File: src/rtl/axis_layer_sequencer.sv
`default_nettype none
// ============================================================================
// Module : axis_layer_sequencer
// Walks a descriptor table and issues one pixel and one weight DMA command per
// layer, then counts output packets before moving on to the next layer.
// Rev    : 1.0
// ============================================================================

module axis_layer_sequencer #(
    parameter int MAX_LAYERS = 8,
    parameter int ADDR_WIDTH = 32,
    parameter int LEN_WIDTH  = 24,
    parameter int CNT_WIDTH  = 16
) (
    input  logic                            aclk,
    input  logic                            aresetn,
    input  logic                            cfg_wr_en,
    input  logic [$clog2(MAX_LAYERS)+2:0]   cfg_wr_addr,
    input  logic [ADDR_WIDTH-1:0]           cfg_wr_data,
    input  logic                            start,
    input  logic [$clog2(MAX_LAYERS):0]     num_layers,
    input  logic                            abort,
    output logic                            busy,
    output logic                            done,
    output logic [$clog2(MAX_LAYERS)-1:0]   layer_idx,
    output logic                            m_cmd_px_valid,
    input  logic                            m_cmd_px_ready,
    output logic [ADDR_WIDTH-1:0]           m_cmd_px_addr,
    output logic [LEN_WIDTH-1:0]            m_cmd_px_len,
    output logic                            m_cmd_wt_valid,
    input  logic                            m_cmd_wt_ready,
    output logic [ADDR_WIDTH-1:0]           m_cmd_wt_addr,
    output logic [LEN_WIDTH-1:0]            m_cmd_wt_len,
    input  logic                            mon_tvalid,
    input  logic                            mon_tready,
    input  logic                            mon_tlast
);

    localparam int c_LW = $clog2(MAX_LAYERS);
    localparam int c_NW = c_LW + 1;

    typedef enum logic [2:0] {
        S_IDLE  = 3'd0,
        S_ISSUE = 3'd1,
        S_WAIT  = 3'd2,
        S_NEXT  = 3'd3,
        S_DONE  = 3'd4
    } state_t;

    // Descriptor table: plain registers, deliberately outside the reset domain.
    logic [ADDR_WIDTH-1:0] r_tbl_px_addr [MAX_LAYERS];
    logic [LEN_WIDTH-1:0]  r_tbl_px_len  [MAX_LAYERS];
    logic [ADDR_WIDTH-1:0] r_tbl_wt_addr [MAX_LAYERS];
    logic [LEN_WIDTH-1:0]  r_tbl_wt_len  [MAX_LAYERS];
    logic [CNT_WIDTH-1:0]  r_tbl_n_pkts  [MAX_LAYERS];

    state_t                r_state;
    logic [c_NW-1:0]       r_num_layers;
    logic [c_LW-1:0]       r_layer;
    logic [CNT_WIDTH-1:0]  r_pkt_cnt;
    logic                  r_px_acc;
    logic                  r_wt_acc;
    logic                  r_busy;
    logic                  r_done;
    logic                  r_px_valid;
    logic [ADDR_WIDTH-1:0] r_px_addr;
    logic [LEN_WIDTH-1:0]  r_px_len;
    logic                  r_wt_valid;
    logic [ADDR_WIDTH-1:0] r_wt_addr;
    logic [LEN_WIDTH-1:0]  r_wt_len;

    state_t                w_state_nxt;
    logic [c_NW-1:0]       w_num_nxt;
    logic [c_NW-1:0]       w_num_clamped;
    logic [c_LW-1:0]       w_layer_nxt;
    logic [CNT_WIDTH-1:0]  w_cnt_nxt;
    logic [CNT_WIDTH-1:0]  w_cnt_inc;
    logic                  w_px_acc_nxt;
    logic                  w_wt_acc_nxt;
    logic                  w_px_valid_nxt;
    logic                  w_wt_valid_nxt;
    logic [ADDR_WIDTH-1:0] w_px_addr_nxt;
    logic [LEN_WIDTH-1:0]  w_px_len_nxt;
    logic [ADDR_WIDTH-1:0] w_wt_addr_nxt;
    logic [LEN_WIDTH-1:0]  w_wt_len_nxt;
    logic                  w_load;
    logic [c_LW-1:0]       w_load_idx;
    logic                  w_px_hs;
    logic                  w_wt_hs;
    logic                  w_beat;
    logic [c_LW-1:0]       w_cfg_layer;
    logic [2:0]            w_cfg_field;

    assign w_cfg_layer = cfg_wr_addr[c_LW+2:3];
    assign w_cfg_field = cfg_wr_addr[2:0];

    always_ff @(posedge aclk) begin
        if (cfg_wr_en && !r_busy) begin
            case (w_cfg_field)
                3'd0:    r_tbl_px_addr[w_cfg_layer] <= cfg_wr_data;
                3'd1:    r_tbl_px_len[w_cfg_layer]  <= cfg_wr_data[LEN_WIDTH-1:0];
                3'd2:    r_tbl_wt_addr[w_cfg_layer] <= cfg_wr_data;
                3'd3:    r_tbl_wt_len[w_cfg_layer]  <= cfg_wr_data[LEN_WIDTH-1:0];
                3'd4:    r_tbl_n_pkts[w_cfg_layer]  <= cfg_wr_data[CNT_WIDTH-1:0];
                default: ;
            endcase
        end
    end

    assign w_px_hs = r_px_valid && m_cmd_px_ready;
    assign w_wt_hs = r_wt_valid && m_cmd_wt_ready;
    assign w_beat  = mon_tvalid && mon_tready && mon_tlast &&
                     ((r_state == S_ISSUE) || (r_state == S_WAIT));
    assign w_cnt_inc = (w_beat && (r_pkt_cnt != {CNT_WIDTH{1'b1}})) ?
                       r_pkt_cnt + CNT_WIDTH'(1) : r_pkt_cnt;

    // A layer count larger than the table would never match the last index.
    assign w_num_clamped = (num_layers > c_NW'(MAX_LAYERS)) ? c_NW'(MAX_LAYERS) : num_layers;

    always_comb begin
        w_state_nxt    = r_state;
        w_num_nxt      = r_num_layers;
        w_layer_nxt    = r_layer;
        w_cnt_nxt      = r_pkt_cnt;
        w_px_acc_nxt   = r_px_acc;
        w_wt_acc_nxt   = r_wt_acc;
        w_px_valid_nxt = r_px_valid && !w_px_hs;
        w_wt_valid_nxt = r_wt_valid && !w_wt_hs;
        w_px_addr_nxt  = r_px_addr;
        w_px_len_nxt   = r_px_len;
        w_wt_addr_nxt  = r_wt_addr;
        w_wt_len_nxt   = r_wt_len;
        w_load         = 1'b0;
        w_load_idx     = r_layer;

        if ((r_state == S_ISSUE) || (r_state == S_WAIT)) begin
            w_cnt_nxt = w_cnt_inc;
        end

        case (r_state)
            S_IDLE: begin
                if (start && !abort) begin
                    if (num_layers != '0) begin
                        w_num_nxt    = w_num_clamped;
                        w_layer_nxt  = '0;
                        w_cnt_nxt    = '0;
                        w_px_acc_nxt = 1'b0;
                        w_wt_acc_nxt = 1'b0;
                        w_load       = 1'b1;
                        w_load_idx   = '0;
                        w_state_nxt  = S_ISSUE;
                    end else begin
                        w_state_nxt  = S_DONE;
                    end
                end
            end
            S_ISSUE: begin
                w_px_acc_nxt = r_px_acc || w_px_hs;
                w_wt_acc_nxt = r_wt_acc || w_wt_hs;
                if (w_px_acc_nxt && w_wt_acc_nxt) begin
                    w_state_nxt = S_WAIT;
                end
            end
            S_WAIT: begin
                if (w_cnt_inc >= r_tbl_n_pkts[r_layer]) begin
                    w_state_nxt = S_NEXT;
                end
            end
            S_NEXT: begin
                w_cnt_nxt    = '0;
                w_px_acc_nxt = 1'b0;
                w_wt_acc_nxt = 1'b0;
                if ({1'b0, r_layer} == (r_num_layers - c_NW'(1))) begin
                    w_state_nxt = S_DONE;
                end else begin
                    w_layer_nxt = r_layer + c_LW'(1);
                    w_load      = 1'b1;
                    w_load_idx  = r_layer + c_LW'(1);
                    w_state_nxt = S_ISSUE;
                end
            end
            S_DONE: begin
                w_state_nxt = S_IDLE;
            end
            default: begin
                w_state_nxt = S_IDLE;
            end
        endcase

        if (abort && (r_state != S_IDLE)) begin
            w_state_nxt    = S_IDLE;
            w_layer_nxt    = '0;
            w_cnt_nxt      = '0;
            w_px_acc_nxt   = 1'b0;
            w_wt_acc_nxt   = 1'b0;
            w_px_valid_nxt = 1'b0;
            w_wt_valid_nxt = 1'b0;
            w_load         = 1'b0;
        end

        if (w_load) begin
            w_px_valid_nxt = 1'b1;
            w_wt_valid_nxt = 1'b1;
            w_px_addr_nxt  = r_tbl_px_addr[w_load_idx];
            w_px_len_nxt   = r_tbl_px_len[w_load_idx];
            w_wt_addr_nxt  = r_tbl_wt_addr[w_load_idx];
            w_wt_len_nxt   = r_tbl_wt_len[w_load_idx];
        end
    end

    always_ff @(posedge aclk or negedge aresetn) begin
        if (!aresetn) begin
            r_state      <= S_IDLE;
            r_num_layers <= '0;
            r_layer      <= '0;
            r_pkt_cnt    <= '0;
            r_px_acc     <= 1'b0;
            r_wt_acc     <= 1'b0;
            r_busy       <= 1'b0;
            r_done       <= 1'b0;
            r_px_valid   <= 1'b0;
            r_px_addr    <= '0;
            r_px_len     <= '0;
            r_wt_valid   <= 1'b0;
            r_wt_addr    <= '0;
            r_wt_len     <= '0;
        end else begin
            r_state      <= w_state_nxt;
            r_num_layers <= w_num_nxt;
            r_layer      <= w_layer_nxt;
            r_pkt_cnt    <= w_cnt_nxt;
            r_px_acc     <= w_px_acc_nxt;
            r_wt_acc     <= w_wt_acc_nxt;
            r_busy       <= (w_state_nxt != S_IDLE);
            r_done       <= (w_state_nxt == S_DONE);
            r_px_valid   <= w_px_valid_nxt;
            r_px_addr    <= w_px_addr_nxt;
            r_px_len     <= w_px_len_nxt;
            r_wt_valid   <= w_wt_valid_nxt;
            r_wt_addr    <= w_wt_addr_nxt;
            r_wt_len     <= w_wt_len_nxt;
        end
    end

    assign busy           = r_busy;
    assign done           = r_done;
    assign layer_idx      = r_layer;
    assign m_cmd_px_valid = r_px_valid;
    assign m_cmd_px_addr  = r_px_addr;
    assign m_cmd_px_len   = r_px_len;
    assign m_cmd_wt_valid = r_wt_valid;
    assign m_cmd_wt_addr  = r_wt_addr;
    assign m_cmd_wt_len   = r_wt_len;

endmodule

`default_nettype wire

File: config.mk
export PLATFORM = sky130hd
export DESIGN_NAME = axis_layer_sequencer
export DESIGN_NICKNAME = d
export VERILOG_FILES = /design/src/rtl/axis_layer_sequencer.sv
export SDC_FILE = /design/constraint.sdc
export NUM_CORES = 2
export LEC_CHECK = 0
export CAP_MARGIN = 25
export CORE_MARGIN = 2
export CORE_UTILIZATION = 42
export DETAILED_ROUTE_END_ITERATION = 8
export MAX_ROUTING_LAYER = met4
export PLACE_DENSITY_LB_ADDON = 0.12
export SYNTH_ARGS = -nofsm -noshare
export SYNTH_HDL_FRONTEND = slang
export SYNTH_SLANG_ARGS = --single-unit
File: constraint.sdc
create_clock -name aclk -period 4.6 [get_ports aclk]
set_input_delay 0.92 -clock aclk [delete_from_list [all_inputs] [get_ports aclk]]
set_output_delay 0.92 -clock aclk [all_outputs]
set_load 0.01 [all_outputs]
==> qor.tcl <==
set qor(worstSetupPathType) {flop to flop}
set qor(insertion_delay_ns) 0.73
set qor(yosys_register_bits) 1168
set qor(finalHoldViolCount) 0
set qor(max-cap-violations) 0
set qor(overflow) 0
set qor(cts_root_buffer) {sky130_fd_sc_hd__clkbuf_16}
set qor(cts_htree_levels) 4
set qor(initialDrtViolationCount) 2926
set qor(inserted_clock_buffers) 130
set qor(critical_path.reg2reg.endpoint) {m_cmd_px_len[19]}
set qor(status) {complete, no violations}
set qor(p_leak_nw) 18.92
set qor(tns_ns) 0
set qor(timing.critical_path.to_type) {flop}
set qor(post_synth_main_area_contributors) {sky130_fd_sc_hd__edfxtp_1 64%, sky130_fd_sc_hd__dfrtp_1 7.5%, sky130_fd_sc_hd__o211ai_1 5.2%}
set qor(timing.critical_path.required_ns) 5.25
set qor(post_cts_resized) 0
set qor(gp_routability_congestion) 0.7969
set qor(dpl-instance-area_mm2) 0.05190
set qor(setup_slack_on_the_worst_flop_to_flop_path_ns) 0.94
set qor(port-buffer-count) 170
set qor(yosysSeqAreaShare_pct) 71.74
set qor(syn-num-nets) 3210
set qor(clk_path_buf_depth) 3
set qor(synth_top_area_share_pct) 64.21
set qor(synth_async_sr_flop_share_pct) 12.33
set qor(synth_largest_area_cell) {sky130_fd_sc_hd__edfxtp_1}
set qor(routedWlPerCell_um) 27.60
set qor(wl_met1_um) 58470
set qor(clock_tree_from_tritoncts) {built}
set qor(grt_max_degree) 121
set qor(fin_hold_ws_ns) 0.2029
set qor(met3_wirelength_um) 8150
set qor(firstDrtPassIters) 6
set qor(synth_enable_flop_cells) 1024
set qor(prevailing_post_synth_register_cell) {sky130_fd_sc_hd__edfxtp_1}
set qor(critPathArrivalTime_ns) 4.31
set qor(vias) 29770
set qor(reg2regPathDepth) 10
set qor(num_rows) 123
set qor(postCtsSetupRepairBufs) 0
set qor(cell_count_after_synthesis) 3139
set qor(timing.final.crit_share_pct) 79.54
set qor(layout-drive-gt1-share_pct) 15.03
set qor(synthesis.yosys.warnings) 0
set qor(largest_driver_fanout_on_the_critical_path) 28
set qor(critPathLaunchType) {flop}
set qor(max_slew.worst_pin.slew_ns) 1.019
set qor(report.final.setup_viol) 0
set qor(ios) 171
set qor(global_route_wire_length_before_repair_um) 200600
set qor(via_density_per_instance) 6.034
set qor(fp.dieArea_mm2) 0.1167
set qor(nets) 3394
set qor(final_area_mm2) 0.05621
set qor(clkSlewWorstSetupHoldPaths_ns) 0.06
set qor(antenna_found_initial) 8
set qor(vdd_drop_max_v) 0.0003367
set qor(flow.area_growth_from_synthesis_pct) 17.38
set qor(maximum_clock_frequency_ghz) 0.2733
set qor(setup_repair_after_global_routing_missed_its_margin) {false}
set qor(die_width_um) 341.7
set qor(tmin_final_ns) 3.659
set qor(start_util_pct) 42.45
set qor(cellPowerDensity_mw_per_mm2) 426.1
set qor(mapped_area_mm2) 0.04789
set qor(routed_wirelength_um) 136200
set qor(dp_hpwl_um) 73040
set qor(hold_buffers) 0
set qor(die_h_um) 341.7
set qor(post_synth.cell_area_avg_um2) 15.26
set qor(grt_usage_pct) 23.89
set qor(detailroute.wirelength.met2_um) 66340
set qor(antenna_violating_nets_post_route) 0
set qor(final_core_utilization_pct) 49.83
set qor(finalClockSkew_ns) 0.02513
set qor(drc) 0
set qor(coreArea_mm2) 0.1128
set qor(highest-signal-layer) {met4}
set qor(number_of_global_route_vias_before_repair) 30970
set qor(reg_to_reg_startpoint) {r_num_layers[0]}
set qor(slew_headroom_pct) 32.09
set qor(cts.sinks) 1168
set qor(worst_hold_path_type) {input pin to asynchronous set/reset pin}
set qor(slew_viol_final) 0
set qor(netlist-cell-type-count) 55
[sequential cells by signal, indices dropped and copies added (netlist names)]
signal,cells
r_tbl_px_addr,256
r_tbl_wt_addr,256
r_tbl_px_len,192
r_tbl_wt_len,192
r_tbl_n_pkts,128
m_cmd_px_addr,32
m_cmd_wt_addr,32
m_cmd_px_len,24
m_cmd_wt_len,24
r_pkt_cnt,16
r_num_layers,4
layer_idx,3
r_state,3
busy,1
done,1
m_cmd_px_valid,1
m_cmd_wt_valid,1
r_px_acc,1
r_wt_acc,1
[area by class of cell]
| type | count | area [µm²] |
|---|---|---|
| clock buffer | 173 | 3568 |
| sequential | 1168 | 34350 |
| fill | 9322 | 56600 |
| multi-input combinational | 1623 | 12320 |
| timing repair buffer | 285 | 2912 |
| tap | 1500 | 1877 |
| inverter | 115 | 431.7 |
| antenna | 2 | 5.005 |
| clock inverter | 68 | 735.7 |
[critical path: stages, from the launching register on]
cell,delay [ns]
sky130_fd_sc_hd__dfrtp_1,0.40
sky130_fd_sc_hd__inv_1,0.08
sky130_fd_sc_hd__ha_1,0.20
sky130_fd_sc_hd__xor2_1,0.20
sky130_fd_sc_hd__a211o_1,0.31
sky130_fd_sc_hd__a21oi_4,0.48
sky130_fd_sc_hd__o22ai_1,0.27
sky130_fd_sc_hd__a221oi_4,0.77
sky130_fd_sc_hd__buf_12,0.29
sky130_fd_sc_hd__nor4b_1,0.39
sky130_fd_sc_hd__a221o_1,0.18
[cell families (layout without fill, tap and decap cells)]
family          after synthesis  in the layout  synth area share, %
flops                      1168           1168                71.74
compound gates             1051           1051                15.87
other cells                   0              2                    0
fa+ha+maj                    19             19               0.4965
mux                         166            166                4.633
xor+xnor                     18             18               0.3292
buf+inv                     348            641                2.992
simple gates                369            369                3.940
[placed cells by master (no fill, tap or decap), types with 4 or more instances in the layout]
cell and count:
sky130_fd_sc_hd__dfrtp_1 143, sky130_fd_sc_hd__o21ai_1 19, sky130_fd_sc_hd__clkinvlp_4 5, sky130_fd_sc_hd__nand3b_1 8
sky130_fd_sc_hd__nor2_4 16, sky130_fd_sc_hd__ha_1 19, sky130_fd_sc_hd__buf_2 11, sky130_fd_sc_hd__mux4_2 32
sky130_fd_sc_hd__edfxtp_1 1024, sky130_fd_sc_hd__nand4_1 121, sky130_fd_sc_hd__a21oi_1 120, sky130_fd_sc_hd__inv_1 115
sky130_fd_sc_hd__nor2b_1 20, sky130_fd_sc_hd__o211ai_1 334, sky130_fd_sc_hd__clkinv_2 20, sky130_fd_sc_hd__inv_6 8
sky130_fd_sc_hd__mux2i_1 18, sky130_fd_sc_hd__nor2_2 16, sky130_fd_sc_hd__buf_12 32, sky130_fd_sc_hd__clkinv_1 17
sky130_fd_sc_hd__nand3_1 8, sky130_fd_sc_hd__clkbuf_1 31, sky130_fd_sc_hd__clkbuf_16 133, sky130_fd_sc_hd__xnor2_1 16
sky130_fd_sc_hd__clkdlybuf4s50_1 158, sky130_fd_sc_hd__nand2b_1 9, sky130_fd_sc_hd__a211oi_1 117, sky130_fd_sc_hd__clkinv_8 4
sky130_fd_sc_hd__nor3_1 5, sky130_fd_sc_hd__clkbuf_8 9, sky130_fd_sc_hd__mux2_2 114, sky130_fd_sc_hd__bufinv_16 13
sky130_fd_sc_hd__nor2_1 25, sky130_fd_sc_hd__nand2_1 121, sky130_fd_sc_hd__o21ai_0 103, sky130_fd_sc_hd__a211o_1 224
sky130_fd_sc_hd__buf_4 83, sky130_fd_sc_hd__a21o_1 118
[where the power goes]
part / internal (mW) / leakage, nW / switching [mW]
clock network: 6.21 / 2.10 / 4.18
registers: 11.8 / 11.0 / 0.290
logic: 0.652 / 5.79 / 0.797
[synth_stat cells (3+ instances only)]
library cell / count
sky130_fd_sc_hd__mux2i_1: 18
sky130_fd_sc_hd__ha_1: 19
sky130_fd_sc_hd__buf_1: 13
sky130_fd_sc_hd__mux2_2: 115
sky130_fd_sc_hd__a21oi_1: 120
sky130_fd_sc_hd__nor2_1: 57
sky130_fd_sc_hd__o21ai_0: 103
sky130_fd_sc_hd__or2_2: 3
sky130_fd_sc_hd__edfxtp_1: 1024
sky130_fd_sc_hd__a21o_1: 118
sky130_fd_sc_hd__a211o_1: 224
sky130_fd_sc_hd__nand2_1: 121
sky130_fd_sc_hd__nand3b_1: 8
sky130_fd_sc_hd__nand3_1: 8
sky130_fd_sc_hd__nor3_1: 5
sky130_fd_sc_hd__mux4_2: 32
sky130_fd_sc_hd__a211oi_1: 117
sky130_fd_sc_hd__clkbuf_1: 144
sky130_fd_sc_hd__nand2b_1: 9
sky130_fd_sc_hd__xnor2_1: 16
sky130_fd_sc_hd__nor2b_1: 20
sky130_fd_sc_hd__nand4_1: 121
sky130_fd_sc_hd__inv_1: 115
sky130_fd_sc_hd__o211ai_1: 334
sky130_fd_sc_hd__buf_4: 10
sky130_fd_sc_hd__dfrtp_1: 144
sky130_fd_sc_hd__buf_2: 65
sky130_fd_sc_hd__o21ai_1: 19
sky130_fd_sc_hd__and4_1: 3
[metal layers]
layer  vias up  track usage (%)
met3       225            3.600
met4         0            7.260
met1     15550            31.53
met2      1019            38.32
li1      12980                -
met5         -                -
[worst max-delay path by stage]
stage / depth (start not counted) / slack, ns / to / start
after floorplan: 3 / 1.26 / r_tbl_wt_addr[3][0] / cfg_wr_addr[2]
after global routing: 13 / 0.60 / r_state[0] / r_pkt_cnt[5]
after CTS: 10 / 0.89 / m_cmd_px_len[19] / r_num_layers[0]
after global placement: 10 / 0.49 / m_cmd_wt_len[19] / num_layers[1]
final: 10 / 0.94 / m_cmd_px_len[19] / r_num_layers[0]
after detailed placement: 13 / 0.38 / busy / mon_tvalid
[per-stage QoR]
stage | power [mW] | cells | worst slack, ns
after floorplan | 12.70 | 3139 | 1.262
final | 23.95 | 4934 | 0.9412
after global placement | 13.78 | 4691 | 0.4854
after global routing | 24.70 | 4933 | 0.6019
after detailed placement | 13.80 | 4691 | 0.3836
after CTS | 24.18 | 4932 | 0.8917
Note: power is estimated with default switching activity, not from simulation.
